### src/rtl/control_mascota.sv
// ---------------------------------------------------------------------------
// control_mascota
//
// Central controller for the pet's four need modes (animo, energia,
// descanso, medicina). It reads the four 2-bit need levels every cycle and
// keeps a registered pet state. From that state it decodes the mode-enable
// strobes. It also runs the decay scheduler, which hands one decrement pulse
// at a time to the modes in round-robin order.
//
// Parameters:
//   TICKS_DECAY     clock cycles between decay slots in normal mode
//                   (must be >= 2*TEST_DIV)
//   TEST_DIV        speed-up divisor applied while test=1
//
// Ports:
//   clk             system clock, rising edge
//   reset           asynchronous, active-high, clears all state
//   test            debounced test-mode level, 1 selects fast decay
//   nivel_animo     animo level 0..3
//   nivel_energia   energia level 0..3
//   nivel_descanso  descanso level 0..3
//   nivel_medicina  medicina level 0..3
//   estado          registered pet state
//   activo_comida   feed enable for the energia mode
//   activo_medicina medicine enable for the medicina mode
//   dec_pulse       one-hot 1-cycle decay strobe
//                   (bit0 animo, bit1 energia, bit2 descanso, bit3 medicina)
//
// Configuration macro:
//   MASCOTA_MUERTE_EN  when defined, compiles in the sticky MUERTO state
//                      (three or more empty needs). When undefined,
//                      encoding 5 is treated as illegal and decay never stops.
// ---------------------------------------------------------------------------
module control_mascota #(
   parameter int TICKS_DECAY = 50_000_000,
   parameter int TEST_DIV    = 10
) (
   input  logic       clk,
   input  logic       reset,
   input  logic       test,
   input  logic [1:0] nivel_animo,
   input  logic [1:0] nivel_energia,
   input  logic [1:0] nivel_descanso,
   input  logic [1:0] nivel_medicina,
   output logic [2:0] estado,
   output logic       activo_comida,
   output logic       activo_medicina,
   output logic [3:0] dec_pulse
);

   typedef enum logic [2:0] {
      NORMAL     = 3'd0,
      HAMBRIENTO = 3'd1,
      TRISTE     = 3'd2,
      ENFERMO    = 3'd3,
      DORMIDO    = 3'd4,
      MUERTO     = 3'd5
   } estado_t;

   // The prescaler must be able to hold TICKS_DECAY-1; one extra bit of
   // headroom keeps power-of-two settings safe.
   localparam int CW = $clog2(TICKS_DECAY + 1);

   // Compare values are stored as terminal-minus-one so the compare is a
   // plain >= against the running count.
   localparam logic [CW-1:0] TERM_NORMAL_M1 = CW'(TICKS_DECAY - 1);
   localparam logic [CW-1:0] TERM_TEST_M1   = CW'((TICKS_DECAY / TEST_DIV) - 1);

   estado_t        estado_q;
   estado_t        estado_d;
   logic           estado_legal;
   logic           muerte_cond;

   logic [CW-1:0]  cnt_q;
   logic [1:0]     ptr_q;
   logic [CW-1:0]  term_m1;
   logic           alcanzado;
   logic           congelado;
   logic [3:0]     pulso_d;

   // Death condition: three or more of the four needs have run dry. Only
   // built when the feature is enabled, so the default build carries no
   // unused zero counter.
`ifdef MASCOTA_MUERTE_EN
   logic [2:0] ceros;

   always_comb begin
      ceros = 3'(nivel_animo == 2'd0)
            + 3'(nivel_energia == 2'd0)
            + 3'(nivel_descanso == 2'd0)
            + 3'(nivel_medicina == 2'd0);
      muerte_cond = (ceros >= 3'd3);
   end
`else
   assign muerte_cond = 1'b0;
`endif

   // Legal-encoding check on the registered state. Anything outside the
   // enumerated set (including MUERTO when death is compiled out) is
   // treated as corrupted and pulled back to NORMAL on the next cycle.
   always_comb begin
      estado_legal = 1'b0;
      case (estado_q)
         NORMAL, HAMBRIENTO, TRISTE, ENFERMO, DORMIDO: estado_legal = 1'b1;
`ifdef MASCOTA_MUERTE_EN
         MUERTO:                                        estado_legal = 1'b1;
`endif
         default:                                       estado_legal = 1'b0;
      endcase
   end

   // State register. The state is the only thing the display logic sees, so
   // it resets straight to NORMAL.
   always_ff @(posedge clk or posedge reset) begin
      if (reset) begin
         estado_q <= NORMAL;
      end else begin
         estado_q <= estado_d;
      end
   end

   // Next-state selection, fixed priority from the top. DORMIDO has
   // hysteresis: once asleep the pet stays asleep until descanso is full
   // again, but hunger, sickness and death still wake it up because they
   // are checked first.
   always_comb begin
      estado_d = NORMAL;
      if (!estado_legal) begin
         estado_d = NORMAL;
      end else if (muerte_cond || (estado_q == MUERTO)) begin
         estado_d = MUERTO;
      end else if (nivel_medicina == 2'd0) begin
         estado_d = ENFERMO;
      end else if (nivel_energia == 2'd0) begin
         estado_d = HAMBRIENTO;
      end else if ((nivel_descanso == 2'd0) ||
                   ((estado_q == DORMIDO) && (nivel_descanso != 2'd3))) begin
         estado_d = DORMIDO;
      end else if (nivel_animo == 2'd0) begin
         estado_d = TRISTE;
      end else begin
         estado_d = NORMAL;
      end
   end

   // Enable decode straight from the registered state, so the enables move
   // in the same cycle as estado. Illegal encodings enable nothing.
   always_comb begin
      activo_comida   = 1'b0;
      activo_medicina = 1'b0;
      case (estado_q)
         NORMAL, HAMBRIENTO, TRISTE: activo_comida   = 1'b1;
         ENFERMO:                    activo_medicina = 1'b1;
         default: begin
            activo_comida   = 1'b0;
            activo_medicina = 1'b0;
         end
      endcase
   end

   assign estado = estado_q;

   // Decay compare. The terminal is chosen from the live test level, so a
   // switch into fast mode with the count already past the new terminal
   // fires on the very next edge. A dead pet freezes the scheduler. While
   // asleep the descanso slot is still consumed (pointer advances) but its
   // strobe is suppressed so rest does not drain.
   always_comb begin
      term_m1   = test ? TERM_TEST_M1 : TERM_NORMAL_M1;
      alcanzado = (cnt_q >= term_m1);
`ifdef MASCOTA_MUERTE_EN
      congelado = (estado_q == MUERTO);
`else
      congelado = 1'b0;
`endif
      pulso_d = 4'b0000;
      if (alcanzado && !congelado &&
          !((estado_q == DORMIDO) && (ptr_q == 2'd2))) begin
         pulso_d[ptr_q] = 1'b1;
      end
   end

   // Prescaler, slot pointer and registered strobe. The strobe is always
   // cleared on the cycle after a fire because the count restarts at zero
   // and the terminal is at least two.
   always_ff @(posedge clk or posedge reset) begin
      if (reset) begin
         cnt_q     <= '0;
         ptr_q     <= 2'd0;
         dec_pulse <= 4'b0000;
      end else if (congelado) begin
         dec_pulse <= 4'b0000;
      end else if (alcanzado) begin
         cnt_q     <= '0;
         ptr_q     <= ptr_q + 2'd1;
         dec_pulse <= pulso_d;
      end else begin
         cnt_q     <= cnt_q + CW'(1);
         dec_pulse <= 4'b0000;
      end
   end

endmodule
### config.mk
export PLATFORM = sky130hd
export DESIGN_NAME = control_mascota
export DESIGN_NICKNAME = d
export VERILOG_FILES = /design/src/rtl/control_mascota.sv
export SDC_FILE = /design/constraint.sdc
export NUM_CORES = 1
export LEC_CHECK = 0
export BUFFER_PORTS_ARGS = -buffer_cell sky130_fd_sc_hd__buf_4
export CAP_MARGIN = 20
export CORE_ASPECT_RATIO = 0.6
export CORE_UTILIZATION = 55
export CTS_BUF_LIST = sky130_fd_sc_hd__clkbuf_4 sky130_fd_sc_hd__clkbuf_8
export CTS_CLUSTER_SIZE = 28
export DETAILED_ROUTE_END_ITERATION = 12
export PLACE_DENSITY = 0.83
export SLEW_MARGIN = 20
export SYNTH_ARGS = -nofsm -noshare
export SYNTH_HDL_FRONTEND = slang
export SYNTH_SLANG_ARGS = --single-unit
### constraint.sdc
create_clock -name clk -period 2.89 [get_ports clk]
set_input_delay 0.289 -clock clk [delete_from_list [all_inputs] [get_ports clk]]
set_output_delay 0.289 -clock clk [all_outputs]
set_load 0.03 [all_outputs]
==> run summary, run 1 <==
• **outcome** finished, final reports clean
• **all-layer global routing usage** 24.4%
• **TritonCTS clock tree** yes
• **portion of synthesized cell area occupied by the leading cell type** 38.1%
• **destination of the worst register-to-register timing path** cnt_q[1]$_DFF_PP0_
• **RSZ-0062 raised after global routing** no
• **Worst Setup Start Kind** register
• **routed length on met2** 1.96 mm
• **met1 wire length** 2.37 mm
• **reg2reg start** cnt_q[13]$_DFF_PP0_
• **biggest area consumer among synthesized cells** sky130_fd_sc_hd__dfrtp_1
• **global placement routability congestion** 0.843
• **x dimension of the die** 85.5 um
• **sum of negative setup slack** 0 ns
• **highest achievable clock rate** 406 MHz
• **Initial DRT Pass Iterations** 4
• **largest net degree at the start of global routing** 36
• **insertion delay to the later sink of the worst-skew pair** 0.28 ns
• **Via Count** 1815
• **GR Overflow Total** 0
• **ratio of final minimum period to clock period** 85.2%
• **library cell contributing the largest single delay on the critical path** sky130_fd_sc_hd__a211oi_1
• **Worst path max stage delay** 0.65 ns
• **share of flip-flops with an asynchronous set or reset** 100%
• **final instance area** 2570 sq um
• **number of hold violations in the final report** 0
• **row cnt** 17
• **met3 wire length** 281 um
• **Die Area** 4450 sq um
• **cell area after placement** 2470 sq um
• **Hold Slack** 0.108 ns
• **register clock-pin slew on the reported worst setup and hold paths** 0.07 ns
• **total length of routed wires** 4.65 mm
• **total of flip-flops plus latches after synthesis** 35
• **DRC violation count after routing** 0
• **Final Util** 67.3%
• **Routed WL per cell** 15.4 um
• **fillcell total** 323
• **# diodes** 0
• **fraction of layout cells with a size suffix above 1** 20.4%
• **antenna violations before repair** 0
• **Inserted Clock Buffers** 5
• **maximum level of the CTS H-tree** 2
• **Worst Path Arrival** 2.68 ns
• **Min Clock Period, post-route** 2.46 ns
• **CTS resizes** 0
• **required time worst endpoint** 3.11 ns
• **detailed placer's ending HPWL** 3.38 mm
• **CP Max Fanout** 6
• **starting utilization of the core area** 60.1%
• **deepest clock path buffer count** 2
• **first-pass GRT wire length** 8.20 mm
• **number of cells produced by synthesis** 234
• **layout overhead on the synthesized area** 12.0%
• **kind of path behind the tightest hold check** input pin to async pin
• **highest metal used** met4
• **kind of end point of the critical path** register
• **measured slew at the worst slew-check pin** 0.852 ns
• **dominant register cell in the synthesized netlist** sky130_fd_sc_hd__dfrtp_1
• **final count of negative-setup-slack endpoints** 0
• **number of buffers inserted by post-CTS setup repair** 0
• **worst setup slack for register-to-register paths** 0.43 ns
• **Top Ports** 20
• **Die H** 52.1 um
• **crit path kind** register to register
• **number of nets with antenna violations after routing** 0
• **final net count** 283
• **Post-Route Skew** 0.00278 ns
• **Seq/Total Area, Yosys** 38.1%
• **standard cell core area** 3830 sq um
• **CP cell instances** ha_1 > a21oi_1 > o21ai_0 > a211o_1 > a211oi_1 > and3_1
• **synth unique cells** 39
• **Synth Net Count** 263
• **sinks on the clock net** 35
• **standby leakage power** 1.24 nW
• **leading cell types by total area after synthesis** sky130_fd_sc_hd__dfrtp_1 (38%), sky130_fd_sc_hd__ha_1 (9.8%), sky130_fd_sc_hd__nor3_2 (8.7%), sky130_fd_sc_hd__xnor2_1 (5.0%), sky130_fd_sc_hd__xor2_1 (4.2%)
• **total number of yosys warnings** 0
• **worst-case reg-to-reg path depth** 6
• **Post-Syn Area per Cell** 9.83 sq um
• **via count of the first global-routing pass** 1727
• **Cell Pwr Density** 526 nW/um^2
• **vias per cell** 6.01
• **input/output buffers** 19
• **number of flops mapped to enable cells by yosys** 0
• **number of buffers inserted by hold repair at cts** 0
• **netlist area before placement** 2300 sq um
• **headroom to the max-slew limit** 42.8%
• **number of max-cap violations** 0
• **buffer cell driving the clock tree root** sky130_fd_sc_hd__clkbuf_8
• **Iteration-0 DRC Markers** 127
• **IR drop worst, VDD** 0.330 mV
• **Slew Viols, Final** 0
## critical path, delay by kind of cell (launching register included)
family,cells,cell delay [ns]
AO/OA/AOI/OAI,4,1.39
adder cells (fa/ha/maj),1,0.33
flip-flops,1,0.44
AND/OR/NAND/NOR,1,0.24
## Yosys cell counts, types with 5 or more instances
cell type                   n
sky130_fd_sc_hd__dfrtp_1   35
sky130_fd_sc_hd__nor3_2    20
sky130_fd_sc_hd__ha_1      18
sky130_fd_sc_hd__nor3_1    18
sky130_fd_sc_hd__nand3_1   15
sky130_fd_sc_hd__nor2_1    14
sky130_fd_sc_hd__xnor2_1   13
sky130_fd_sc_hd__a21oi_1   12
sky130_fd_sc_hd__nand2_1   11
sky130_fd_sc_hd__xor2_1    11
sky130_fd_sc_hd__nand4_1    9
sky130_fd_sc_hd__inv_1      7
sky130_fd_sc_hd__and3_1     6
sky130_fd_sc_hd__o21ai_0    6
sky130_fd_sc_hd__clkbuf_1   5
## metal layers
metal,global-route usage [%],vias up
met5,0,-
met3,6.35,4
li1,-,895
met1,34.3,853
met2,37.6,63
met4,6.39,0
## cell families after synthesis
family / count (synthesis) / share of synthesized area [%]
XOR/XNOR: 24 / 9.14
AO/OA/AOI/OAI: 32 / 9.52
buffers and inverters: 15 / 3.10
AND/OR/NAND/NOR: 110 / 30.4
adder cells (fa/ha/maj): 18 / 9.79
flip-flops: 35 / 38.1
## where the power goes
part           leakage (nW)  switching [mW]  internal (mW)
combinational         0.715           0.170          0.140
clock                0.0549           0.167          0.227
sequential            0.466          0.0905          0.561
## area by class of cell
cell class                 instances  area, sq um  share of cell area, %
timing repair buffer              21          158                   6.12
clock buffer                       8          104                   4.03
sequential                        35          876                   34.0
tap                               47         58.8                   2.28
inverter                           7         26.3                   1.02
multi-input combinational        184         1350                   52.5
## per-stage QoR
step | power [mW] | instances | setup WS, ns
3_5_place_dp | 0.966 | 294 | 0.382
2_1_floorplan | 0.877 | 234 | 0.870
6_report | 1.35 | 302 | 0.427
5_1_grt | 1.44 | 302 | 0.301
4_1_cts | 1.36 | 302 | 0.506
3_3_place_gp | 0.950 | 294 | 0.489
## placed cells by master (no fill, tap or decap), types with 9 or more instances in the layout
cell and instances:
sky130_fd_sc_hd__nand2_1 11, sky130_fd_sc_hd__nor3_2 20, sky130_fd_sc_hd__buf_4 21, sky130_fd_sc_hd__xor2_1 11, sky130_fd_sc_hd__ha_1 18, sky130_fd_sc_hd__dfrtp_1 35
sky130_fd_sc_hd__nor3_1 18, sky130_fd_sc_hd__nor2_1 14, sky130_fd_sc_hd__nand3_1 15, sky130_fd_sc_hd__nand4_1 9, sky130_fd_sc_hd__xnor2_1 13, sky130_fd_sc_hd__a21oi_1 12
## registers in the layout, indices dropped and copies added (netlist names)
name / count
ptr_q: 2
estado: 3
dec_pulse: 4
cnt_q: 26
## how the worst max path moves through the flow
stage | cells past startpoint | from | to | slack, ns
after CTS | 6 | cnt_q[13]$_DFF_PP0_ | cnt_q[1]$_DFF_PP0_ | 0.51
after floorplan | 7 | cnt_q[13]$_DFF_PP0_ | cnt_q[10]$_DFF_PP0_ | 0.87
after detailed placement | 8 | test | cnt_q[1]$_DFF_PP0_ | 0.38
final | 6 | cnt_q[13]$_DFF_PP0_ | cnt_q[1]$_DFF_PP0_ | 0.43
after global routing | 6 | cnt_q[13]$_DFF_PP0_ | dec_pulse[2]$_DFF_PP0_ | 0.30
after global placement | 8 | test | cnt_q[1]$_DFF_PP0_ | 0.49
(Power assumes the default switching activity.)
==> run 2: changes to the inputs <==
Settings changed: CORE_UTILIZATION 55 to 40, PLACE_DENSITY 0.83 to 0.62.
==> run 2 against run 1 <==
Maximum frequency is 4.8% higher. Worst setup slack better by 0.11 ns. Die area rose by 36%. Total power is 4.9% higher. Utilization decreased by 18 points. Critical path depth unchanged. Final cell count increased by 9.9%. Sequential share of layout area is 0.66 points lower. Hold slack lost 0.0077 ns. Clock power grew 16%. Via count shrank 2.0%. Critical path type unchanged. Highest routed layer unchanged.
==> run summary, run 2 (synthesis gave the netlist of run 1 again) <==
• **cell area after placement** 2510 sq um
• **CP Max Fanout** 6
• **measured slew at the worst slew-check pin** 0.831 ns
• **number of hold violations in the final report** 0
• **insertion delay to the later sink of the worst-skew pair** 0.29 ns
• **all-layer global routing usage** 18.4%
• **input/output buffers** 19
• **vias per cell** 5.36
• **Switch Pwr** 0.442 mW
• **internal power component** 0.979 mW
• **# diodes** 0
• **CTS resizes** 0
• **commonest non-fill, non-tap cells in the layout** sky130_fd_sc_hd__dfrtp_1 (35), sky130_fd_sc_hd__buf_4 (21), sky130_fd_sc_hd__nor3_2 (20), sky130_fd_sc_hd__nor3_1 (18), sky130_fd_sc_hd__ha_1 (18)
• **standard cell core area** 5280 sq um
• **Routed WL per cell** 14.1 um
• **fraction of power consumed by combinational cells** 22.0%
• **ratio of final minimum period to clock period** 81.3%
• **crit path kind** register to register
• **sum of negative setup slack** 0 ns
• **Post-Route Skew** 0.0110 ns
• **IR drop worst, VDD** 0.225 mV
• **Iteration-0 DRC Markers** 52
• **detailed placer's ending HPWL** 3.41 mm
• **x dimension of the die** 99.9 um
• **outcome** finished, final reports clean
• **first-pass GRT wire length** 8.56 mm
• **Initial DRT Pass Iterations** 4
• **final count of negative-setup-slack endpoints** 0
• **Die H** 60.7 um
• **headroom to the max-slew limit** 44.1%
• **sinks on the clock net** 35
• **sequential share of power** 45.8%
• **highest achievable clock rate** 426 MHz
• **Inserted Clock Buffers** 5
• **Die Area** 6070 sq um
• **worst setup margin** 0.540 ns
• **Min Clock Period, post-route** 2.35 ns
• **number of max-cap violations** 0
• **layout overhead on the synthesized area** 14.2%
• **largest net degree at the start of global routing** 36
• **TritonCTS clock tree** yes
• **total power** 1.42 mW
• **Cell Pwr Density** 541 nW/um^2
• **register clock-pin slew on the reported worst setup and hold paths** 0.08 ns
• **kind of path behind the tightest hold check** input pin to async pin
• **register ranked first by flip-flop count** cnt_q
• **most frequent standard cell in the layout excluding fill and tap cells** sky130_fd_sc_hd__dfrtp_1
• **reg2reg start** cnt_q[13]$_DFF_PP0_
• **Worst Path Arrival** 2.49 ns
• **worst slack at placement** 0.418 ns
• **via count of the first global-routing pass** 1736
• **total length of routed wires** 4.68 mm
• **global placement routability congestion** 0.777
• **Worst Setup Start Kind** register
• **DRC violation count after routing** 0
• **Final Util** 49.7%
• **kind of end point of the critical path** register
• **maximum level of the CTS H-tree** 2
• **destination of the worst register-to-register timing path** dec_pulse[1]$_DFF_PP0_
• **Top Ports** 20
• **row cnt** 20
• **starting utilization of the core area** 43.6%
• **final net count** 283
• **RSZ-0062 raised after global routing** no
• **fraction of layout cells with a size suffix above 1** 20.4%
• **clock network power share** 32.2%
• **number of nets with antenna violations after routing** 0
• **Slew Viols, Final** 0
• **worst setup slack for register-to-register paths** 0.54 ns
• **deepest clock path buffer count** 2
• **antenna violations before repair** 0
• **GR Overflow Total** 0
• **worst-case reg-to-reg path depth** 6
• **required time worst endpoint** 3.03 ns
• **Via Count** 1778
• **final instance area** 2630 sq um
• **number of buffers inserted by post-CTS setup repair** 0
• **Largest register FFs** 26
• **standby leakage power** 1.24 nW
• **Switching Share** 31.1%
• **buffer cell driving the clock tree root** sky130_fd_sc_hd__clkbuf_8
• **number of buffers inserted by hold repair at cts** 0
-- run 2: changes by cell type in the layout (fill, tap and decap cells not counted), sizes merged --
cell,before,now
bufinv,0,1
clkinv,0,1
clkbuf,8,6
-- run 2: routing by layer --
layer  routed length [um]  global-route usage (%)  vias up
met2                 1770                    25.8       27
li1                     -                       -      905
met5                    0                       0        -
met1                 2720                    28.5      841
met3                  157                    4.15        5
met4                   35                    3.78        0
-- run 2: area by class of cell --
class / count / area (sq um)
clock buffer: 6 / 82.6
clock inverter: 2 / 35.0
fill: 506 / 2650
inverter: 7 / 26.3
multi-input combinational: 184 / 1350
sequential: 35 / 876
tap: 77 / 96.3
timing repair buffer: 21 / 158
-- run 2: through the flow --
stage	std cells	hold slack, ns
after CTS	332	0.113
after global routing	332	0.136
after detailed placement	324	0.425
after floorplan	234	0.443
after global placement	324	0.426
final	332	0.100
-- run 2: worst max path at each step --
stage	start	cells after the start	end	slack (ns)
final	cnt_q[13]$_DFF_PP0_	6	dec_pulse[1]$_DFF_PP0_	0.54
after CTS	cnt_q[13]$_DFF_PP0_	6	dec_pulse[1]$_DFF_PP0_	0.55
after global placement	test	8	cnt_q[1]$_DFF_PP0_	0.53
after floorplan	cnt_q[13]$_DFF_PP0_	7	cnt_q[10]$_DFF_PP0_	0.87
after detailed placement	test	8	dec_pulse[3]$_DFF_PP0_	0.42
after global routing	cnt_q[13]$_DFF_PP0_	6	dec_pulse[3]$_DFF_PP0_	0.33
-- run 2: power by group through the flow --
stage                     Sequential [mW]  Combinational (mW)  Clock [mW]
final                               0.651               0.313       0.457
after floorplan                     0.639               0.238           0
after detailed placement            0.659               0.315           0
after global routing                0.668               0.357       0.497
after CTS                           0.651               0.317       0.471
after global placement              0.658               0.302           0
-- run 2: critical path, cell delays in order, from the launching register on --
cell and delay [ns]:
sky130_fd_sc_hd__dfrtp_1 0.45, sky130_fd_sc_hd__ha_1 0.34, sky130_fd_sc_hd__a21oi_1 0.13, sky130_fd_sc_hd__o21ai_0 0.16
sky130_fd_sc_hd__a211o_1 0.37, sky130_fd_sc_hd__a211oi_1 0.60, sky130_fd_sc_hd__a21oi_1 0.16
